$ cat config.mk
export PLATFORM = sky130hd
export DESIGN_NAME = geofence_sqrt_arb_flat
export DESIGN_NICKNAME = d
export VERILOG_FILES = /design/src/rtl/geofence_pkg.sv /design/src/rtl/geofence_sqrt_arb_if.sv /design/src/rtl/geofence_sqrt_iter.sv /design/src/rtl/geofence_sqrt_arb.sv /design/src/flat_wrapper.sv
export SDC_FILE = /design/constraint.sdc
export NUM_CORES = 1
export LEC_CHECK = 0
export CORE_MARGIN = 10
export CORE_UTILIZATION = 51
export CTS_CLUSTER_DIAMETER = 60
export DETAILED_ROUTE_END_ITERATION = 7
export HOLD_SLACK_MARGIN = 0.05
export PLACE_DENSITY = 0.86
export SLEW_MARGIN = 20
export SYNTH_ARGS = -nofsm -noshare
export SYNTH_HDL_FRONTEND = slang
export SYNTH_SLANG_ARGS = --single-unit
$ cat constraint.sdc
create_clock -name clk -period 4.8 [get_ports clk]
set_clock_uncertainty 0.2 [all_clocks]
set_input_delay 0.96 -clock clk [delete_from_list [all_inputs] [get_ports clk]]
set_output_delay 0.96 -clock clk [all_outputs]
set_load 0.03 [all_outputs]
$ cat src/rtl/geofence_pkg.sv
// Shared constants, FSM state type and round-robin winner search for the geofence sqrt arbiter.
package geofence_pkg;

  localparam int unsigned NREQ_DEF  = 4;
  localparam int unsigned IN_W_DEF  = 29;
  localparam int unsigned OUT_W_DEF = 15;

  typedef enum logic [1:0] {
    IDLE = 2'd0,
    CALC = 2'd1,
    DONE = 2'd2
  } state_e;

  // Search ptr+1, ptr+2, ... modulo n; descending loop so the nearest set bit wins.
  function automatic logic [2:0] rr_next(input logic [7:0] req, input logic [2:0] ptr,
                                         input int unsigned n);
    logic [2:0]  win;
    int unsigned idx;
    win = ptr;
    for (int unsigned i = n; i >= 1; i--) begin
      idx = (32'(ptr) + i) % n;
      if (req[idx[2:0]]) win = idx[2:0];
    end
    return win;
  endfunction

endpackage

$ cat src/rtl/geofence_sqrt_arb_if.sv
// Requester-side bus of the shared square-root engine: request/operand in, grant/result out.
interface geofence_sqrt_arb_if import geofence_pkg::*; #(
  parameter int unsigned NREQ  = NREQ_DEF,
  parameter int unsigned IN_W  = IN_W_DEF,
  parameter int unsigned OUT_W = OUT_W_DEF
) ();

  logic [NREQ-1:0]      req;
  logic [NREQ*IN_W-1:0] operand;
  logic [NREQ-1:0]      gnt;
  logic [NREQ-1:0]      rsp_valid;
  logic [OUT_W-1:0]     root;
  logic                 busy;

  modport master (output req, operand, input gnt, rsp_valid, root, busy);
  modport slave  (input req, operand, output gnt, rsp_valid, root, busy);

endinterface

$ cat src/rtl/geofence_sqrt_iter.sv
// Bit-serial restoring integer square root, one root bit per clock, MSB first.
// Round-to-nearest on the final bit when GEOFENCE_SQRT_ROUND_EN is defined.
module geofence_sqrt_iter import geofence_pkg::*; #(
  parameter int unsigned IN_W  = IN_W_DEF,
  parameter int unsigned OUT_W = OUT_W_DEF
) (
  input  logic             clk,
  input  logic             reset,
  input  logic             start,
  input  logic [IN_W-1:0]  radicand,
  output logic             done,
  output logic [OUT_W-1:0] root
);

  localparam int unsigned RAD_W  = 2 * OUT_W;
  localparam int unsigned REM_W  = OUT_W + 1;
  localparam int unsigned CAND_W = OUT_W + 3;
  localparam int unsigned CNT_W  = $clog2(OUT_W + 1);

  logic [RAD_W-1:0]  rad_q, rad_d;
  logic [REM_W-1:0]  rem_q, rem_d;
  logic [OUT_W-1:0]  root_q, root_d;
  logic [CNT_W-1:0]  cnt_q, cnt_d;
  logic              active_q, active_d;
  logic [CAND_W-1:0] cand, sub;
  logic              fits;

  always_comb begin
    cand     = {rem_q, rad_q[RAD_W-1 -: 2]};
    sub      = {1'b0, root_q, 2'b01};
    fits     = (cand >= sub);
    rad_d    = rad_q;
    rem_d    = rem_q;
    root_d   = root_q;
    cnt_d    = cnt_q;
    active_d = active_q;
    done     = 1'b0;
    if (start) begin
      rad_d    = RAD_W'(radicand);
      rem_d    = '0;
      root_d   = '0;
      cnt_d    = '0;
      active_d = 1'b1;
    end else if (active_q) begin
      rad_d  = rad_q << 2;
      rem_d  = fits ? REM_W'(cand - sub) : REM_W'(cand);
      root_d = {root_q[OUT_W-2:0], fits};
      cnt_d  = cnt_q + CNT_W'(1);
      if (cnt_q == CNT_W'(OUT_W - 1)) begin
        active_d = 1'b0;
        done     = 1'b1;
      end
    end
    // root is the value the current edge produces, so the caller can register it on done
    root = root_d;
`ifdef GEOFENCE_SQRT_ROUND_EN
    if ((rem_d > REM_W'(root_d)) && (root_d != '1)) root = root_d + OUT_W'(1);
`endif
  end

  always_ff @(posedge clk or posedge reset) begin
    if (reset) begin
      rad_q    <= '0;
      rem_q    <= '0;
      root_q   <= '0;
      cnt_q    <= '0;
      active_q <= 1'b0;
    end else begin
      rad_q    <= rad_d;
      rem_q    <= rem_d;
      root_q   <= root_d;
      cnt_q    <= cnt_d;
      active_q <= active_d;
    end
  end

endmodule

$ cat src/rtl/geofence_sqrt_arb.sv
// Round-robin arbiter sharing one iterative sqrt engine among NREQ requesters.
// Optional round-to-nearest result via GEOFENCE_SQRT_ROUND_EN (applied inside geofence_sqrt_iter).
module geofence_sqrt_arb import geofence_pkg::*; #(
  parameter int unsigned NREQ  = NREQ_DEF,
  parameter int unsigned IN_W  = IN_W_DEF,
  parameter int unsigned OUT_W = OUT_W_DEF
) (
  input  logic               clk,
  input  logic               reset,
  geofence_sqrt_arb_if.slave bus
);

  state_e           state_q, state_d;
  logic [2:0]       rr_ptr_q, rr_ptr_d;
  logic [2:0]       winner_q, winner_d;
  logic [NREQ-1:0]  gnt_q, gnt_d;
  logic [NREQ-1:0]  rsp_valid_q, rsp_valid_d;
  logic [OUT_W-1:0] root_q, root_d;
  logic             busy_q, busy_d;

  logic             start;
  logic [2:0]       pick;
  logic [IN_W-1:0]  radicand;
  logic             eng_done;
  logic [OUT_W-1:0] eng_root;

  // The engine loads the winner's operand on the accept edge itself, so CALC holds OUT_W edges.
  geofence_sqrt_iter #(
    .IN_W  (IN_W),
    .OUT_W (OUT_W)
  ) u_iter (
    .clk      (clk),
    .reset    (reset),
    .start    (start),
    .radicand (radicand),
    .done     (eng_done),
    .root     (eng_root)
  );

  always_comb begin
    pick        = rr_next(8'(bus.req), rr_ptr_q, NREQ);
    radicand    = bus.operand[32'(pick) * IN_W +: IN_W];
    start       = (state_q == IDLE) && (bus.req != '0);
    state_d     = state_q;
    rr_ptr_d    = rr_ptr_q;
    winner_d    = winner_q;
    gnt_d       = '0;
    rsp_valid_d = '0;
    root_d      = root_q;
    unique case (state_q)
      IDLE: begin
        if (start) begin
          gnt_d    = NREQ'(1) << pick;
          winner_d = pick;
          rr_ptr_d = pick;
          state_d  = CALC;
        end
      end
      CALC: begin
        if (eng_done) begin
          root_d      = eng_root;
          rsp_valid_d = NREQ'(1) << winner_q;
          state_d     = DONE;
        end
      end
      DONE:    state_d = IDLE;
      default: state_d = IDLE;
    endcase
    busy_d = (state_d != IDLE);
  end

  always_ff @(posedge clk or posedge reset) begin
    if (reset) begin
      state_q     <= IDLE;
      rr_ptr_q    <= 3'(NREQ - 1);
      winner_q    <= '0;
      gnt_q       <= '0;
      rsp_valid_q <= '0;
      root_q      <= '0;
      busy_q      <= 1'b0;
    end else begin
      state_q     <= state_d;
      rr_ptr_q    <= rr_ptr_d;
      winner_q    <= winner_d;
      gnt_q       <= gnt_d;
      rsp_valid_q <= rsp_valid_d;
      root_q      <= root_d;
      busy_q      <= busy_d;
    end
  end

  assign bus.gnt       = gnt_q;
  assign bus.rsp_valid = rsp_valid_q;
  assign bus.root      = root_q;
  assign bus.busy      = busy_q;

endmodule

$ cat src/flat_wrapper.sv
// flat-port wrapper written by rule: the top's interface ports become plain ports
module geofence_sqrt_arb_flat import geofence_pkg::*;
#(
  parameter int unsigned NREQ  = NREQ_DEF,
  parameter int unsigned IN_W  = IN_W_DEF,
  parameter int unsigned OUT_W = OUT_W_DEF
)
  (clk, reset, bus_req, bus_operand, bus_gnt, bus_rsp_valid, bus_root, bus_busy);
  geofence_sqrt_arb_if #(.NREQ(NREQ), .IN_W(IN_W), .OUT_W(OUT_W)) bus_i ();
  input  logic clk;
  input  logic reset;
  input wire logic [$bits(bus_i.req)-1:0] bus_req;
  input wire logic [$bits(bus_i.operand)-1:0] bus_operand;
  output wire logic [$bits(bus_i.gnt)-1:0] bus_gnt;
  output wire logic [$bits(bus_i.rsp_valid)-1:0] bus_rsp_valid;
  output wire logic [$bits(bus_i.root)-1:0] bus_root;
  output wire logic [$bits(bus_i.busy)-1:0] bus_busy;
  assign bus_i.req = bus_req;
  assign bus_i.operand = bus_operand;
  assign bus_gnt = bus_i.gnt;
  assign bus_rsp_valid = bus_i.rsp_valid;
  assign bus_root = bus_i.root;
  assign bus_busy = bus_i.busy;
  geofence_sqrt_arb #(.NREQ(NREQ), .IN_W(IN_W), .OUT_W(OUT_W)) u_core (.clk(clk), .reset(reset), .bus(bus_i));
endmodule
==> results.ini <==
[critical_path]
startpoint_type=input port
worst-setup-path-type=input port to flip-flop
critical_path_arrival_ns=3.22
slowest_stage=clkdlybuf4s50_1
crit_path_frequent_cell=o21ai_0
slowest_delay_ns=0.48
worst_r2r_path_depth=9
cp_max_fo=29
required_ns=4.85
worstPathCellList=clkdlybuf4s50_1 > o21ai_0 > o21ai_0 > a221oi_4 > buf_4 > mux2_2 > a21oi_1
endpoint_kind=flip-flop

[drt]
vias=5053
drtAntennaViolNets=0
drt-initial-drc-count=417
vias_per_cell=5.78
drt-pass1-iter-count=5
finalWirelength_mm=16.5
wire_per_inst_microns=18.8
drc=0

[place]
io_buffers=145
gp_congestion=0.907
post-place-ws_ns=1.36
dp_hpwl_mm=12.3

[floorplan]
die_area_sq_mm=0.0168
row_count=39
start_util_pct=52.8
io_pins=146
die-width_microns=129
coreArea_sq_mm=0.0116
die_height_microns=129

[clock_network]
root_buffer=clkbuf_16
clk_latency_ns=0.34
cts_sinks=97
clk_pin_slew_ns=0.07
cts_made_buffers=9
postCtsHoldBufs=0
tritoncts=built
clock_path_buffers=2
cts-htree-levels=3
post_cts.repair.setup_buffers=0
cts_resized=0

[layout]
area_growth_pct=29.8
fillers=894
layout.nets=867
drive_gt1_share_pct=10.7
antennaDiodeCount=0

[synth]
ys_seq_area_share_pct=39.8
mappedNetlistArea_sq_mm=0.00611
synthCells=606
syn_avg_cell_area_sq_um=10.1
synth-seq-cells=97
synth_area_leaders=dfrtp_1, mux2i_1, mux2_2
synthFlopType=dfrtp_1
ys_warn_count=0
synthDistinctLibCells=57
synth_edf_count=0
synth_top_area_share_pct=38.9
synth_top_area_cell=dfrtp_1
async_flop_share_pct=100
synth.net_count=747

[global_routing]
antenna_found_initial=0
grt_usage_pct=19.4
grt-ovfl-total=0
grt_max_degree=82
grt_pass1_vias=5340
grt_pass1_wl_mm=26.7

[timing]
final_hold_viol_count=0
setup_violations=0
post-route-min-period_ns=3.17
fmax_mhz=316
setup_ws_ns=1.63
worst_pin_slew_ns=0.789
finalCritPeriodShare_pct=66.0
rsz0062_at_grt=false
slew_violations=0
finalSetupTns_ns=0
hold_slack_ns=0.279
relSlewSlack_pct=47.4

[pwr]
total_power_mw=5.48
power_density_mw_per_mm2=692
ir_drop_v=0.000396
p_leak_nw=3.60

[hold_path]
hp-class=flip-flop to flip-flop
whs_path_depth=1

[job]
drv_cap=0

[status]
status=completed

## per-layer routing
metal	part of all wire, %	vias to the layer above	GRT usage, %	routed length [microns]
met5	0	-	0	0
met4	1.7	0	6.61	286
met3	5.1	25	3.14	841
met2	52	139	34.1	8590
met1	41	2449	23.7	6730
li1	-	2440	-	-
## stage by stage
step / area (sq um) / utilization (%) / cells
floorplan: 6110 / - / 606
global placement: 7630 / 66.0 / 858
detailed placement: 7630 / 66.0 / 858
CTS: 7930 / 68.5 / 874
global route: 7930 / 68.5 / 874
finish: 7930 / 68.5 / 874
## worst paths after layout
kind | start | end | slack [ns]
min reg2reg | u_core.winner_q[2] | u_core.bus.rsp_valid[0] | 0.28
min | u_core.winner_q[2] | u_core.bus.rsp_valid[0] | 0.28
min in group asynchronous | reset | u_core.u_iter.rad_q[15] | 0.91
max | bus_req[1] | u_core.u_iter.rad_q[16] | 1.63
max reg2reg | u_core.u_iter.root_q[3] | u_core.u_iter.rem_q[14] | 1.65
max in group asynchronous | reset | u_core.u_iter.rem_q[11] | 2.72
## cell usage after synthesis (4+ instances only)
| cell | n |
|---|---|
| mux2_2 | 44 |
| o211ai_1 | 4 |
| ha_1 | 19 |
| buf_1 | 4 |
| a41o_1 | 4 |
| nand3b_1 | 6 |
| clkbuf_1 | 24 |
| nand2_1 | 21 |
| nand4_1 | 5 |
| a21o_1 | 5 |
| a211oi_1 | 31 |
| a21oi_1 | 41 |
| buf_2 | 6 |
| nor2_1 | 36 |
| nor2b_1 | 27 |
| xor2_1 | 5 |
| nand2b_1 | 6 |
| mux2i_1 | 82 |
| o21ai_0 | 26 |
| xnor2_1 | 7 |
| nand3_1 | 12 |
| nor3_1 | 6 |
| buf_6 | 5 |
| inv_1 | 30 |
| dfrtp_1 | 95 |
| o21a_1 | 7 |
## cells by family (layout without fill, tap and decap cells)
family / after synthesis / in the layout / synth area share [%]
compound gates: 145 / 145 / 16.2
xor+xnor: 12 / 12 / 1.72
fa+ha+maj: 19 / 19 / 3.89
buf+inv: 75 / 200 / 5.74
flops: 97 / 97 / 39.8
mux: 126 / 126 / 21.6
simple gates: 132 / 132 / 11.1
## area by class of cell
cell class	instances	area, sq um	area share [%]
multi-input combinational	434	3360	42.4
sequential	97	2430	30.7
timing repair buffer	153	1540	19.4
clock buffer	11	243	3.06
tap	143	179	2.26
inverter	31	119	1.50
clock inverter	5	55.1	0.695
## registers in the layout, indices dropped and copies added, names as in the netlist, 3 cells and up
| signal | cells |
|---|---|
| u_core.u_iter.root_q | 15 |
| u_core.winner_q | 3 |
| u_core.bus.root | 15 |
| u_core.bus.rsp_valid | 4 |
| u_core.u_iter.rad_q | 30 |
| u_core.u_iter.cnt_q | 4 |
| u_core.bus.gnt | 4 |
| u_core.u_iter.rem_q | 16 |
## cells in the final DEF (no fill, tap or decap), types with 9 or more instances in the layout
master           instances
nand3_1                 12
dfrtp_1                 94
o21ai_0                 26
a211oi_1                31
inv_1                   29
nor2_1                  36
a21oi_1                 41
mux2i_1                 82
clkdlybuf4s50_1        145
ha_1                    19
mux2_2                  44
nor2b_1                 27
clkbuf_16                9
nand2_1                 21
## worst max-delay path, delay by kind of cell
kind	cells	cell delay (ns)
AOI/OAI and AO/OA	4	0.95
muxes	1	0.39
buffers and inverters	2	0.90
## power by group
group          internal, mW  switching, mW  total [mW]  leakage (nW)
sequential             1.19          0.326        1.52          1.21
combinational          1.53           1.72        3.25          2.25
clock                 0.416          0.300       0.716         0.142
total                  3.14           2.34        5.48          3.60
No activity file was read; power rests on OpenSTA's default activity.
